**src/rtl/uart_pkg.sv**
```systemverilog
// Shared definitions for the UART case-converter controller: transform mode
// encodings, controller FSM states and the ASCII constants used by the
// transform and the optional CR->CRLF expansion.
package uart_pkg;

    // Case transform selection (i_mode)
    localparam logic [1:0] MODE_PASS   = 2'b00;
    localparam logic [1:0] MODE_UPPER  = 2'b01;
    localparam logic [1:0] MODE_LOWER  = 2'b10;
    localparam logic [1:0] MODE_TOGGLE = 2'b11;

    // ASCII constants
    localparam logic [7:0] ASCII_CR   = 8'h0D;
    localparam logic [7:0] ASCII_LF   = 8'h0A;
    localparam logic [7:0] CASE_DELTA = 8'h20;

    // Controller FSM states
    typedef enum logic [2:0] {
        ST_IDLE      = 3'd0,
        ST_LOAD      = 3'd1,
        ST_START     = 3'd2,
        ST_WAIT_BUSY = 3'd3,
        ST_WAIT_DONE = 3'd4
    } ctrl_state_e;

endpackage

```
**src/rtl/uart_byte_fifo.sv**
```systemverilog
// Byte FIFO between the receive-capture stage and the transmit sequencer.
// Pointers carry one extra wrap bit so full and empty are distinguishable;
// o_count is a register holding the occupancy after this cycle's push/pop.
// A push into a full FIFO is accepted only when a pop frees a slot in the
// same cycle; otherwise it is ignored here (the caller accounts the drop).
module uart_byte_fifo
    import uart_pkg::*;
#(
    parameter int DEPTH = 8,
    parameter int CW    = 4
) (
    input  logic          i_clk,
    input  logic          i_rst_n,
    input  logic          i_push,
    input  logic [7:0]    i_push_data,
    input  logic          i_pop,
    output logic [7:0]    o_head,
    output logic [CW-1:0] o_count,
    output logic          o_full,
    output logic          o_empty
);

    localparam int AW = $clog2(DEPTH);

    logic [7:0]    mem_q [DEPTH];
    logic [AW:0]   wr_q;
    logic [AW:0]   rd_q;
    logic [AW:0]   wr_d;
    logic [AW:0]   rd_d;
    logic [AW:0]   occ_s;
    logic [CW-1:0] count_q;
    logic          full_s;
    logic          empty_s;
    logic          pop_ok_s;
    logic          push_ok_s;

    assign empty_s   = (wr_q == rd_q);
    assign full_s    = (wr_q[AW] != rd_q[AW]) && (wr_q[AW-1:0] == rd_q[AW-1:0]);
    assign pop_ok_s  = i_pop & ~empty_s;
    assign push_ok_s = i_push & (~full_s | pop_ok_s);

    // Next pointer values and resulting occupancy
    always_comb begin
        wr_d = wr_q;
        rd_d = rd_q;
        if (push_ok_s) begin
            wr_d = wr_q + {{AW{1'b0}}, 1'b1};
        end else begin
            wr_d = wr_q;
        end
        if (pop_ok_s) begin
            rd_d = rd_q + {{AW{1'b0}}, 1'b1};
        end else begin
            rd_d = rd_q;
        end
        occ_s = wr_d - rd_d;
    end

    // Pointer and occupancy registers
    always_ff @(posedge i_clk or negedge i_rst_n) begin
        if (!i_rst_n) begin
            wr_q    <= {(AW+1){1'b0}};
            rd_q    <= {(AW+1){1'b0}};
            count_q <= {CW{1'b0}};
        end else begin
            wr_q    <= wr_d;
            rd_q    <= rd_d;
            count_q <= CW'(occ_s);
        end
    end

    // Storage array write port
    always_ff @(posedge i_clk or negedge i_rst_n) begin
        if (!i_rst_n) begin
            for (int i = 0; i < DEPTH; i++) begin
                mem_q[i] <= 8'h00;
            end
        end else if (push_ok_s) begin
            mem_q[wr_q[AW-1:0]] <= i_push_data;
        end
    end

    assign o_head  = mem_q[rd_q[AW-1:0]];
    assign o_count = count_q;
    assign o_full  = full_s;
    assign o_empty = empty_s;

endmodule

```
**src/rtl/uart_case_ctrl.sv**
```systemverilog
// Controller between the UART receiver and transmitter of the case-converter
// path. Each rising edge of i_rx_valid captures one byte into a FIFO; the
// FSM pops bytes in arrival order, applies the case transform selected by
// i_mode and drives the transmitter with a one-cycle start pulse, waiting for
// the busy flag to rise and fall before the next byte.
// Optional feature macro: UART_CASE_CRLF_EN -- when defined, a transmitted
// 0x0D is automatically followed by an inserted 0x0A.
module uart_case_ctrl
    import uart_pkg::*;
#(
    parameter int DEPTH = 8,
    parameter int CW    = 4
) (
    input  logic          i_clk,
    input  logic          i_rst_n,
    input  logic [7:0]    i_rx_data,
    input  logic          i_rx_valid,
    input  logic [1:0]    i_mode,
    input  logic          i_tx_busy,
    output logic [7:0]    o_tx_data,
    output logic          o_tx_start,
    output logic [CW-1:0] o_fifo_count,
    output logic          o_overflow,
    input  logic          i_clr_overflow,
    output logic [7:0]    o_drop_count
);

    // Case transform: only ASCII letters are affected; everything else passes.
    function automatic logic [7:0] case_xform(input logic [7:0] b, input logic [1:0] mode);
        logic       is_lower;
        logic       is_upper;
        logic [7:0] r;
        is_lower = (b >= 8'h61) && (b <= 8'h7A);
        is_upper = (b >= 8'h41) && (b <= 8'h5A);
        case (mode)
            MODE_PASS:   r = b;
            MODE_UPPER:  r = is_lower ? (b - CASE_DELTA) : b;
            MODE_LOWER:  r = is_upper ? (b + CASE_DELTA) : b;
            MODE_TOGGLE: r = is_lower ? (b - CASE_DELTA) : (is_upper ? (b + CASE_DELTA) : b);
            default:     r = b;
        endcase
        return r;
    endfunction

    logic          valid_q;
    logic          push_s;
    logic          push_q;
    logic [7:0]    push_data_q;

    logic [7:0]    fifo_head_s;
    logic [CW-1:0] fifo_count_s;
    logic          fifo_full_s;
    logic          fifo_empty_s;
    logic          pop_s;
    logic          drop_s;

    ctrl_state_e   state_q;
    ctrl_state_e   state_d;
    logic [7:0]    hold_q;
    logic [7:0]    hold_d;
    logic [7:0]    tx_data_q;
    logic [7:0]    tx_data_d;
    logic          tx_start_q;

    logic          overflow_q;
    logic          overflow_d;
    logic [7:0]    drop_cnt_q;
    logic [7:0]    drop_cnt_d;

    // Rising-edge detector on the receiver valid; resets high so a valid that
    // is already asserted when reset releases is not mistaken for a new byte.
    always_ff @(posedge i_clk or negedge i_rst_n) begin
        if (!i_rst_n) begin
            valid_q <= 1'b1;
        end else begin
            valid_q <= i_rx_valid;
        end
    end

    assign push_s = i_rx_valid & ~valid_q;

    // Capture stage: register the push and its byte before writing the FIFO
    always_ff @(posedge i_clk or negedge i_rst_n) begin
        if (!i_rst_n) begin
            push_q      <= 1'b0;
            push_data_q <= 8'h00;
        end else begin
            push_q      <= push_s;
            push_data_q <= push_s ? i_rx_data : push_data_q;
        end
    end

    uart_byte_fifo #(
        .DEPTH (DEPTH),
        .CW    (CW)
    ) u_fifo (
        .i_clk       (i_clk),
        .i_rst_n     (i_rst_n),
        .i_push      (push_q),
        .i_push_data (push_data_q),
        .i_pop       (pop_s),
        .o_head      (fifo_head_s),
        .o_count     (fifo_count_s),
        .o_full      (fifo_full_s),
        .o_empty     (fifo_empty_s)
    );

    // A push is lost only when the FIFO is full and no pop frees a slot
    assign drop_s = push_q & fifo_full_s & ~pop_s;

    // Transmit sequencer: next state, pop request and data/hold updates
    always_comb begin
        state_d   = state_q;
        hold_d    = hold_q;
        tx_data_d = tx_data_q;
        pop_s     = 1'b0;
        case (state_q)
            ST_IDLE: begin
                if (!fifo_empty_s) begin
                    pop_s   = 1'b1;
                    hold_d  = fifo_head_s;
                    state_d = ST_LOAD;
                end else begin
                    state_d = ST_IDLE;
                end
            end
            ST_LOAD: begin
                tx_data_d = case_xform(hold_q, i_mode);
                state_d   = ST_START;
            end
            ST_START: begin
                state_d = ST_WAIT_BUSY;
            end
            ST_WAIT_BUSY: begin
                if (i_tx_busy) begin
                    state_d = ST_WAIT_DONE;
                end else begin
                    state_d = ST_WAIT_BUSY;
                end
            end
            ST_WAIT_DONE: begin
                if (!i_tx_busy) begin
`ifdef UART_CASE_CRLF_EN
                    if (tx_data_q == ASCII_CR) begin
                        hold_d  = ASCII_LF;
                        state_d = ST_LOAD;
                    end else begin
                        state_d = ST_IDLE;
                    end
`else
                    state_d = ST_IDLE;
`endif
                end else begin
                    state_d = ST_WAIT_DONE;
                end
            end
            default: begin
                state_d = ST_IDLE;
            end
        endcase
    end

    // Sequencer registers; start pulse is registered and high only in START
    always_ff @(posedge i_clk or negedge i_rst_n) begin
        if (!i_rst_n) begin
            state_q    <= ST_IDLE;
            hold_q     <= 8'h00;
            tx_data_q  <= 8'h00;
            tx_start_q <= 1'b0;
        end else begin
            state_q    <= state_d;
            hold_q     <= hold_d;
            tx_data_q  <= tx_data_d;
            tx_start_q <= (state_d == ST_START);
        end
    end

    // Overflow flag and saturating drop counter; clear wins over a drop
    always_comb begin
        overflow_d = overflow_q;
        drop_cnt_d = drop_cnt_q;
        if (i_clr_overflow) begin
            overflow_d = 1'b0;
            drop_cnt_d = 8'h00;
        end else if (drop_s) begin
            overflow_d = 1'b1;
            drop_cnt_d = (drop_cnt_q == 8'hFF) ? drop_cnt_q : (drop_cnt_q + 8'h01);
        end else begin
            overflow_d = overflow_q;
            drop_cnt_d = drop_cnt_q;
        end
    end

    // Overflow status registers
    always_ff @(posedge i_clk or negedge i_rst_n) begin
        if (!i_rst_n) begin
            overflow_q <= 1'b0;
            drop_cnt_q <= 8'h00;
        end else begin
            overflow_q <= overflow_d;
            drop_cnt_q <= drop_cnt_d;
        end
    end

    assign o_tx_data    = tx_data_q;
    assign o_tx_start   = tx_start_q;
    assign o_fifo_count = fifo_count_s;
    assign o_overflow   = overflow_q;
    assign o_drop_count = drop_cnt_q;

endmodule

```
**config.mk**
```make
export PLATFORM = sky130hd
export DESIGN_NAME = uart_case_ctrl
export DESIGN_NICKNAME = d
export VERILOG_FILES = /design/src/rtl/uart_pkg.sv /design/src/rtl/uart_byte_fifo.sv /design/src/rtl/uart_case_ctrl.sv
export SDC_FILE = /design/constraint.sdc
export NUM_CORES = 1
export LEC_CHECK = 0
export CAP_MARGIN = 30
export CORE_ASPECT_RATIO = 0.5
export CORE_MARGIN = 5
export CORE_UTILIZATION = 40
export CTS_CLUSTER_DIAMETER = 200
export DETAILED_ROUTE_END_ITERATION = 10
export GPL_TIMING_DRIVEN = 1
export PLACE_DENSITY = 0.66
export SYNTH_ARGS = -nofsm -noshare
export SYNTH_HDL_FRONTEND = slang
export SYNTH_SLANG_ARGS = --single-unit
```
**constraint.sdc**
```tcl
create_clock -name i_clk -period 3.6 [get_ports i_clk]
set_input_delay 0.54 -clock i_clk [delete_from_list [all_inputs] [get_ports i_clk]]
set_output_delay 0.54 -clock i_clk [all_outputs]
set_load 0.1 [all_outputs]
```
==> results, run 1 <==
- The run finished with clean final reports.
- The critical path goes through xor2_1 -> or3_1 -> or2_1 -> nand2_2 -> mux2_2 -> ha_1 -> nand2_1 -> o21ai_0 -> xor2_1 -> xnor2_1 -> xnor2_1.
- The final clock period utilization by the worst path is 0.927.
- In the final routed layout, each cell accounts on average for 16.7 um.
- The instance area after placement is 0.00602 sq mm.
- In the final layout, the share of cells above drive strength 1 is 0.332.
- Measured against its own limit, the worst slew margin works out to 0.337.
- At the end of routability-driven placement, the weighted congestion stood at 0.751.
- The routed layout has 3267 vias.
- The global-route usage over all layers is 0.144.
- The slew at the pin closest to its max-slew limit is 0.991 ns.
- Dividing total power by cell area gives a power density of 981 mW/mm^2.
- The area of the die is 0.0162 sq mm.
- Data arrives at the worst endpoint at 3.67 ns.
- The average footprint of a synthesized cell is 13.7 sq um.
- For this run, the slowest stage of the critical path takes 0.52 ns.
- The initial utilization of the core area, before any placement, comes to 0.405.
- The die is 175 um wide.
- For this run, design rule violations remaining after detail routing come to 0.
- The core outline area is 0.0135 sq mm.
- The TritonCTS clock tree is done.
- The Yosys step of the flow raised 0 warnings.
- The summed negative setup slack over all endpoints is 0 ns.
- Counting flops with a built-in enable in the synthesized netlist gives 0.
- The pre-antenna-repair detailed-routing pass consisted of 4 iterations.
- At the placement stage, the worst setup path has a slack of 0.251 ns.
- After the first detailed-routing iteration, the DRC count stood at 240.
- The total overflow reported by the global router is 0.
- The number of gates given a new drive strength after cts is 0.
- After clock tree synthesis, the clock-pin slew on the worst setup and hold paths is 0.06 ns.
- The leakage dissipation is 2.80 nW.
- The CTS buffer count is 17.
- Counting flops and latches in the post-synthesis netlist gives 115.
- The cell chosen for the clock root is clkbuf_16.
- The first global-routing pass estimated 18100 um of wire.
- In this run the worst path has a maximum fanout of 7.
- Synthesis instantiated 48 different standard cells from the library.
- In this run the count of I/O pins placed on the die edge is 37.
- For this design, the CTS-stage hold fixing added 0 buffers.
- The number of placed instances, taps included is 602.
- The clock tree buffer depth is 2.
- The number of input and output port buffers inserted is 36.
- Synthesis produced a netlist whose cell count is 398.
- The share of Yosys cell area claimed by the top area cell type is 0.522.
- Once detailed placement completed, the half-perimeter wirelength came to 6900 um.
- The via count of the first global-routing pass is 3348.
- IR analysis of the VDD net gives a maximum drop of 0.359 mV.
- Counting I/O delays and the setup requirement, the final critical path takes 3.34 ns.
- The count of pins over their slew limit came to 0.
- Measured on the finished design, the core utilization comes to 0.490.
- Entering global routing, the biggest net connects 66 pins.
- Once detail routing completed, the nets flagged for antenna violations numbered 0.
- The cell area that synthesis handed to floorplanning was 0.00546 sq mm.
- The path class of the tightest hold or removal check is input pin to async pin.
- The prevailing post-synth register cell is dfrtp_1.
- The tree built by TritonCTS fans out to 115 sinks.
- The initial antenna violation count was 0.
- The classification of the worst setup path is register to register.
- Setup repair after global routing left no endpoint under its margin.
- For this block, the routed nets add up to 10600 um of wire.
- The number of max-cap violations is 0.
- The initialized floorplan defines 30 standard-cell rows.
- In this run the vertical extent of the chip is 92.6 um.
- The final instance area is 0.00660 sq mm.
- Of all flip-flops after synthesis, the portion carrying an async set or reset was 1.00.
- The startpoint type of the worst setup path is a register.
- The critical path's top delay family is simple AND/OR/NAND/NOR gates.
- The number of nets handed over by synthesis was 423.
- Of all cell types, the one taking the most synthesized area is dfrtp_1.
- The insertion delay to the later sink of the worst-skew pair is 0.41 ns.
- The number of hold violations in the final report is 0.
- The post-layout worst setup margin is 0.262 ns.
- The maximum frequency from static timing analysis is 300 MHz.
- The type of element capturing the critical path is a register.
- The buffering stage count on the worst path with inverters included is 0.
- The final net count is 470.
- In the routed layout, each cell is associated on average with a via count of 5.15.
- The required time of the critical path is 3.93 ns.
- 0 antenna diodes ended up in the layout.
- Leaving out filler cells and counting taps, the final layout contains 634.
- The post-synthesis to final-layout area growth is 20.9%.
- The share of the yosys chip area belonging to registers is 0.527.
- The setup clock skew after layout is 0.00818 ns.
- The deepest level of the CTS H-tree is 4.
- Setup violations remaining at the end of the flow were counted as 0.
- Yosys attributes the largest share of cell area to dfrtp_1 52%, mux2_2 17%, mux4_2 6.6%.
- The slowest stage of the critical path belongs to the cell or3_1.
- The total setup buffers inserted after CTS is 0.
-- path summary, 6_finish.rpt --
check                                         startpoint                          end  slack, ns  depth (start not counted)
worst max register to register  u_fifo.wr_q[2]$_DFF_PN0_  u_fifo.o_count[3]$_DFF_PN0_       0.26                         11
max in group asynchronous                        i_rst_n     o_tx_data[6]$_DFFE_PN0N_       2.61                          2
worst min register to register  o_tx_data[6]$_DFFE_PN0N_     o_tx_data[6]$_DFFE_PN0N_       0.49                          2
worst min-delay path                             i_rst_n  u_fifo.mem_q[6]$_DFFE_PN0P_       0.23                          1
worst max-delay path            u_fifo.wr_q[2]$_DFF_PN0_  u_fifo.o_count[3]$_DFF_PN0_       0.26                         11
min in group i_clk              o_tx_data[6]$_DFFE_PN0N_     o_tx_data[6]$_DFFE_PN0N_       0.49                          2
-- power by group --
group / leakage (nW) / internal (mW) / switching, mW / total, mW
registers: 1.43 / 1.83 / 0.363 / 2.19
logic: 1.08 / 1.15 / 1.49 / 2.65
clock network: 0.276 / 1.02 / 0.622 / 1.64
-- per-stage QoR --
step | hold slack, ns | total power [mW]
after floorplan | 0.244 | 4.29
after global routing | 0.312 | 6.89
final | 0.230 | 6.48
after detailed placement | 0.488 | 4.87
after global placement | 0.475 | 4.81
after CTS | 0.266 | 6.55
-- cells in the mapped netlist, types with 2 or more instances --
| master | number |
|---|---|
| mux2i_1 | 10 |
| nand3_4 | 4 |
| a21oi_1 | 8 |
| nand3b_1 | 2 |
| inv_1 | 8 |
| xor2_1 | 9 |
| nand2b_1 | 2 |
| ha_1 | 9 |
| o21ai_0 | 15 |
| and3_1 | 3 |
| nor4_4 | 2 |
| nor4b_1 | 2 |
| dfrtp_1 | 114 |
| clkbuf_1 | 7 |
| nor3_1 | 5 |
| nor3b_4 | 2 |
| nand4_1 | 5 |
| buf_2 | 4 |
| nor2_1 | 21 |
| nor4_1 | 2 |
| nand3_1 | 9 |
| mux4_2 | 16 |
| buf_6 | 4 |
| xnor2_1 | 9 |
| nand2_1 | 20 |
| mux2_2 | 81 |
| nor2b_1 | 4 |
-- final cells by class --
cell class	instances	area, sq um
fillers	1154	6870
flip-flops and latches	115	2880
multi-input cells	260	2470
clock buffers	17	425
repair buffers	43	423
well taps	176	220
clock inverters	15	158
inverters	8	30.0
-- sequential cells by signal (all words and copies together) (netlist names), 3 cells and up --
name / flops
state_q: 3
hold_q: 8
u_fifo.wr_q: 4
u_fifo.mem_q: 64
push_data_q: 8
u_fifo.rd_q: 4
u_fifo.o_count: 4
o_tx_data: 8
o_drop_count: 8
-- logic make-up after synthesis --
group           count (synthesis)  share of synthesized area
flops                         115                      0.527
mux                           108                      0.253
simple gates                   91                      0.105
compound gates                 33                     0.0389
buf+inv                        23                     0.0222
xor+xnor                       18                     0.0289
fa+ha+maj                      10                     0.0243
-- metal layers --
metal | track usage | vias up | wire length, um
met1 | 0.202 | 1656 | 5370
met5 | 0 | - | 0
li1 | - | 1548 | -
met4 | 0.0568 | 0 | 165
met2 | 0.210 | 47 | 4660
met3 | 0.0412 | 16 | 399
-- cell usage in the layout (no fill, tap or decap), types with 2 or more instances in the layout --
cell             Yosys  layout
inv_6                0       3
inv_1                8       8
xnor2_1              9       9
clkinv_4             0       3
nor4_1               2       2
buf_4                0       7
nand3_4              4       4
nor4_4               2       2
and3_1               3       3
mux4_2              16      16
nand3b_1             2       2
nor2b_1              4       4
nor2_1              21      21
xor2_1               9       9
a21oi_1              8       8
nor3_1               5       5
clkbuf_16            0      17
mux2_2              81      81
clkdlybuf4s50_1      0      35
mux2i_1             10      10
bufinv_16            0       2
clkinvlp_4           0       4
nand4_1              5       5
nor3b_4              2       2
nand2b_1             2       2
nand2_1             20      20
dfrtp_1            114     114
clkinv_2             0       3
nand3_1              9       9
o21ai_0             15      15
ha_1                 9       9
nor4b_1              2       2
-- worst reg2reg max path, stage by stage (launching register included) --
cell and delay, ns:
dfrtp_1 0.48, xor2_1 0.21, or3_1 0.52, or2_1 0.45, nand2_2 0.18, mux2_2 0.38, ha_1 0.29, nand2_1 0.04
o21ai_0 0.22, xor2_1 0.20, xnor2_1 0.15, xnor2_1 0.13
Note: power is estimated with default switching activity, not from simulation.
==> inputs of run 2 (changes only) <==
Settings changed: CORE_UTILIZATION 40 to 53, PLACE_DENSITY 0.66 to 0.84, SETUP_SLACK_MARGIN from default to 0.15.
Clock period 3.6 ns to 2.7 ns, I/O delays scaled along.
==> run 2 against run 1 <==
Net effect:
- the flow now finishes with violations (negative setup slack)
- largest cell class unchanged
- cell count is 2.4% lower
- highest routed layer unchanged
- non-clock buffer count is 21 higher
- count of clock-buffer cells in the layout is 2 higher
- die area is 23% lower
==> results, run 2 (same netlist as run 1, synthesis figures left out) <==
- The run finished, with violations left.
- The checks that failed: negative setup slack.
- The setup clock skew after layout is 0.00579 ns.
- Clock tree synthesis inserted a total of 17 buffers.
- After detailed routing, the average wire length per cell comes to 19.2 um.
- The cell count of the worst hold path is 1.
- The number of fillers in the final layout is 636.
- After the first detailed-routing iteration, the DRC count stood at 248.
- Static timing analysis puts the maximum clock frequency at 355 MHz.
- The number of hold violations in the final report was 0.
- Row generation in the floorplan step produced 26 rows.
- Routability-driven placement finished with a final weighted congestion of 0.829.
- Of the cells placed in the final design, the portion with a size suffix greater than 1 is 0.434.
- The critical path starts at u_fifo.wr_q[2]$_DFF_PN0_.
- 37 I/O pins were placed.
- For this run the aggregate overflow at the end of global routing stands at 0.
- The clock slew seen by the registers of the worst setup and hold paths is 0.05 ns.
- The setup path with the least slack is of type register to register.
- The layer with the highest usage after global routing is met2.
- Leaving out fill and tap cells, the most frequent cells in the layout are 114 x dfrtp_1, 80 x mux2_2, 48 x buf_4, 21 x nor2_1, 18 x nand2_1.
- Counting along the longest clock path gives a buffer depth of 2.
- The routed layout has 3537 vias.
- In the finished design, the share of the clock period the worst path needs comes to 1.04.
- The startpoint identified for the worst register-to-register timing path is u_fifo.wr_q[2]$_DFF_PN0_.
- The critical path contains buffers and inverters numbering 0 combined.
- The worst hold path terminates at valid_q$_DFF_PN1_.
- The final net count is 491.
- Dividing total power by cell area gives a power density of 1430 mW/mm^2.
- In this run the number of H-tree levels came out at 4.
- Of all nets on the critical path, the largest fanout is 3.
- The post-synthesis to final-layout area growth is 25.6%.
- For the pin with the worst max-slew slack, the measured transition is 0.735 ns.
- The die extent in x is 154 um.
- The later pin in the worst-skew pair is clocked with a latency of 0.41 ns.
- The worst setup path is launched from a register.
- The relative slew slack is 0.506.
- Across the run, the number of max-cap violations was 0.
- The register with the most flip-flops in the layout has 64 of them.
- The met1 track demand over resource in global routing is 0.244.
- The type of the worst min-delay path is input pin to register.
- The initial core utilization is 0.540.
- The number of routed nets with antenna violations is 0.
- For this run, global-route usage on met2 was measured as 0.331.
- Setup repair after global routing could not meet its margin everywhere.
- The antenna diode count is 0.
- In this run the tool buffered the top-level ports with 36 buffer cells.
- For the worst setup path, the data arrival time is 3.14 ns.
- The critical path's top delay family is simple AND/OR/NAND/NOR gates.
- The critical path goes through xor2_2 -> or3_1 -> or2_4 -> nand2_4 -> mux2_4 -> ha_4 -> nand2_4 -> o21ai_4 -> xor2_2 -> xnor2_2 -> xnor2_1.
- The worst register-to-register path has a setup slack of -0.11 ns.
- The leakage dissipation is 3.00 nW.
- The count of pins over their slew limit is 0.
- The largest register by flop count is u_fifo.mem_q.
- In this run the number of cells on the critical path is 11.
- The initial antenna violation count is 0.
- Across every metal layer, demand over resource in global routing totals 0.198.
- Summing all multi-input logic gate instances after layout gives 0.00257 sq mm.
- Leaving out fill and tap cells, the most frequent cell in the layout is dfrtp_1.
- After detailed routing, the number of remaining DRC violations is 0.
- The TritonCTS clock tree is done.
- The wire length of the first global-routing pass is 19100 um.
- The clock drives 115 sinks.
- The pin count of the biggest net entering global routing is 51.
- On the worst path, the slowest cell contributes a delay of 0.41 ns.
- Before antenna repair, the detailed router went through 5 iterations.
- After detailed routing, the number of vias per cell comes to 5.71.
- The tightest hold path in the finished design has a slack of 0.426 ns.
- The endpoint identified for the worst register-to-register timing path is u_fifo.o_count[3]$_DFF_PN0_.
- The core region is 0.0101 sq mm.
- The vertical extent of the die is 81.8 um.
- For the worst flop-to-flop path, the logic depth is 11.
- The via count of the first global-routing pass is 3681.
- The met3 layer usage reported by global route is 0.0632.
- The origin of the worst min-delay path is i_rx_valid.
- The time the final worst path needs with I/O delays and setup is 2.81 ns.
- The HPWL after detailed placement is 7140 um.
- Once routing completed, OpenROAD measured the worst setup slack at -0.114 ns.
- In the final layout, flip-flops and latches occupy 0.00288 sq mm.
- The total detailed-routing wirelength is 11900 um.
- The cell chosen for the clock root is clkbuf_16.
- The summed negative setup slack over all endpoints is -0.114 ns.
- Setup violations remaining at the end of the flow were counted as 1.
- The required time of the critical path is 3.03 ns.
- The area of the die is 0.0126 sq mm.
- The critical path's slowest cell is dfrtp_1.
- IR analysis of the VDD net gives a maximum drop of 0.598 mV.
- The type of element capturing the critical path is a register.
==> run 2: layout make-up <==
class | count | share of cell area
flip-flops and latches | 115 | 0.420
well taps | 140 | 0.0255
clock inverters | 13 | 0.0336
inverters | 8 | 0.00438
repair buffers | 64 | 0.0775
multi-input cells | 260 | 0.375
clock buffers | 19 | 0.0646
==> run 2: how the worst max path moves through the flow <==
stage,end,slack (ns)
6_report,u_fifo.o_count[3]$_DFF_PN0_,-0.11
3_5_place_dp,u_fifo.o_count[3]$_DFF_PN0_,-0.09
2_1_floorplan,u_fifo.o_count[3]$_DFF_PN0_,-0.18
3_3_place_gp,u_fifo.o_count[3]$_DFF_PN0_,0.03
5_1_grt,u_fifo.o_count[3]$_DFF_PN0_,-0.21
4_1_cts,u_fifo.o_count[3]$_DFF_PN0_,0.02
==> run 2: worst register-to-register path, cell delays in order (launching register included) <==
cell     delay (ns)
dfrtp_1        0.41
xor2_2         0.20
or3_1          0.41
or2_4          0.27
nand2_4        0.08
mux2_4         0.33
ha_4           0.28
nand2_4        0.05
o21ai_4        0.20
xor2_2         0.23
xnor2_2        0.14
xnor2_1        0.12
==> run 2: layer usage <==
| metal | vias up | part of all wire |
|---|---|---|
| li1 | 1592 | - |
| met1 | 1822 | 0.44 |
| met2 | 103 | 0.50 |
| met3 | 20 | 0.051 |
| met4 | 0 | 0.018 |
| met5 | - | 0 |
==> run 2: power by group <==
part	total, mW	internal [mW]	switching (mW)	leakage [nW]
combinational	4.29	1.91	2.38	1.25
clock	2.55	1.75	0.800	0.320
sequential	2.94	2.44	0.504	1.43
total	9.79	6.11	3.68	3.00
==> run 2: repair_timing <==
item                       in CTS  in global routing
setup endpoints to repair       1                  3
buffers inserted                6                  5
pin swaps                       8                 12
hold endpoints to repair       37                  0
hold buffers                    1                  0
resized for setup               4                 10
==> run 2: per-stage QoR <==
| stage | total power, mW | setup slack (ns) | utilization | instance area [sq um] | std cells |
|---|---|---|---|---|---|
| after floorplan | 5.79 | -0.184 | - | 5500 | 398 |
| after global placement | 6.52 | 0.0308 | 0.594 | 6010 | 575 |
| after detailed placement | 6.68 | -0.0929 | 0.594 | 6010 | 575 |
| after CTS | 9.42 | 0.0159 | 0.668 | 6760 | 614 |
| after global routing | 10.3 | -0.211 | 0.678 | 6860 | 619 |
| final | 9.79 | -0.114 | 0.678 | 6860 | 619 |
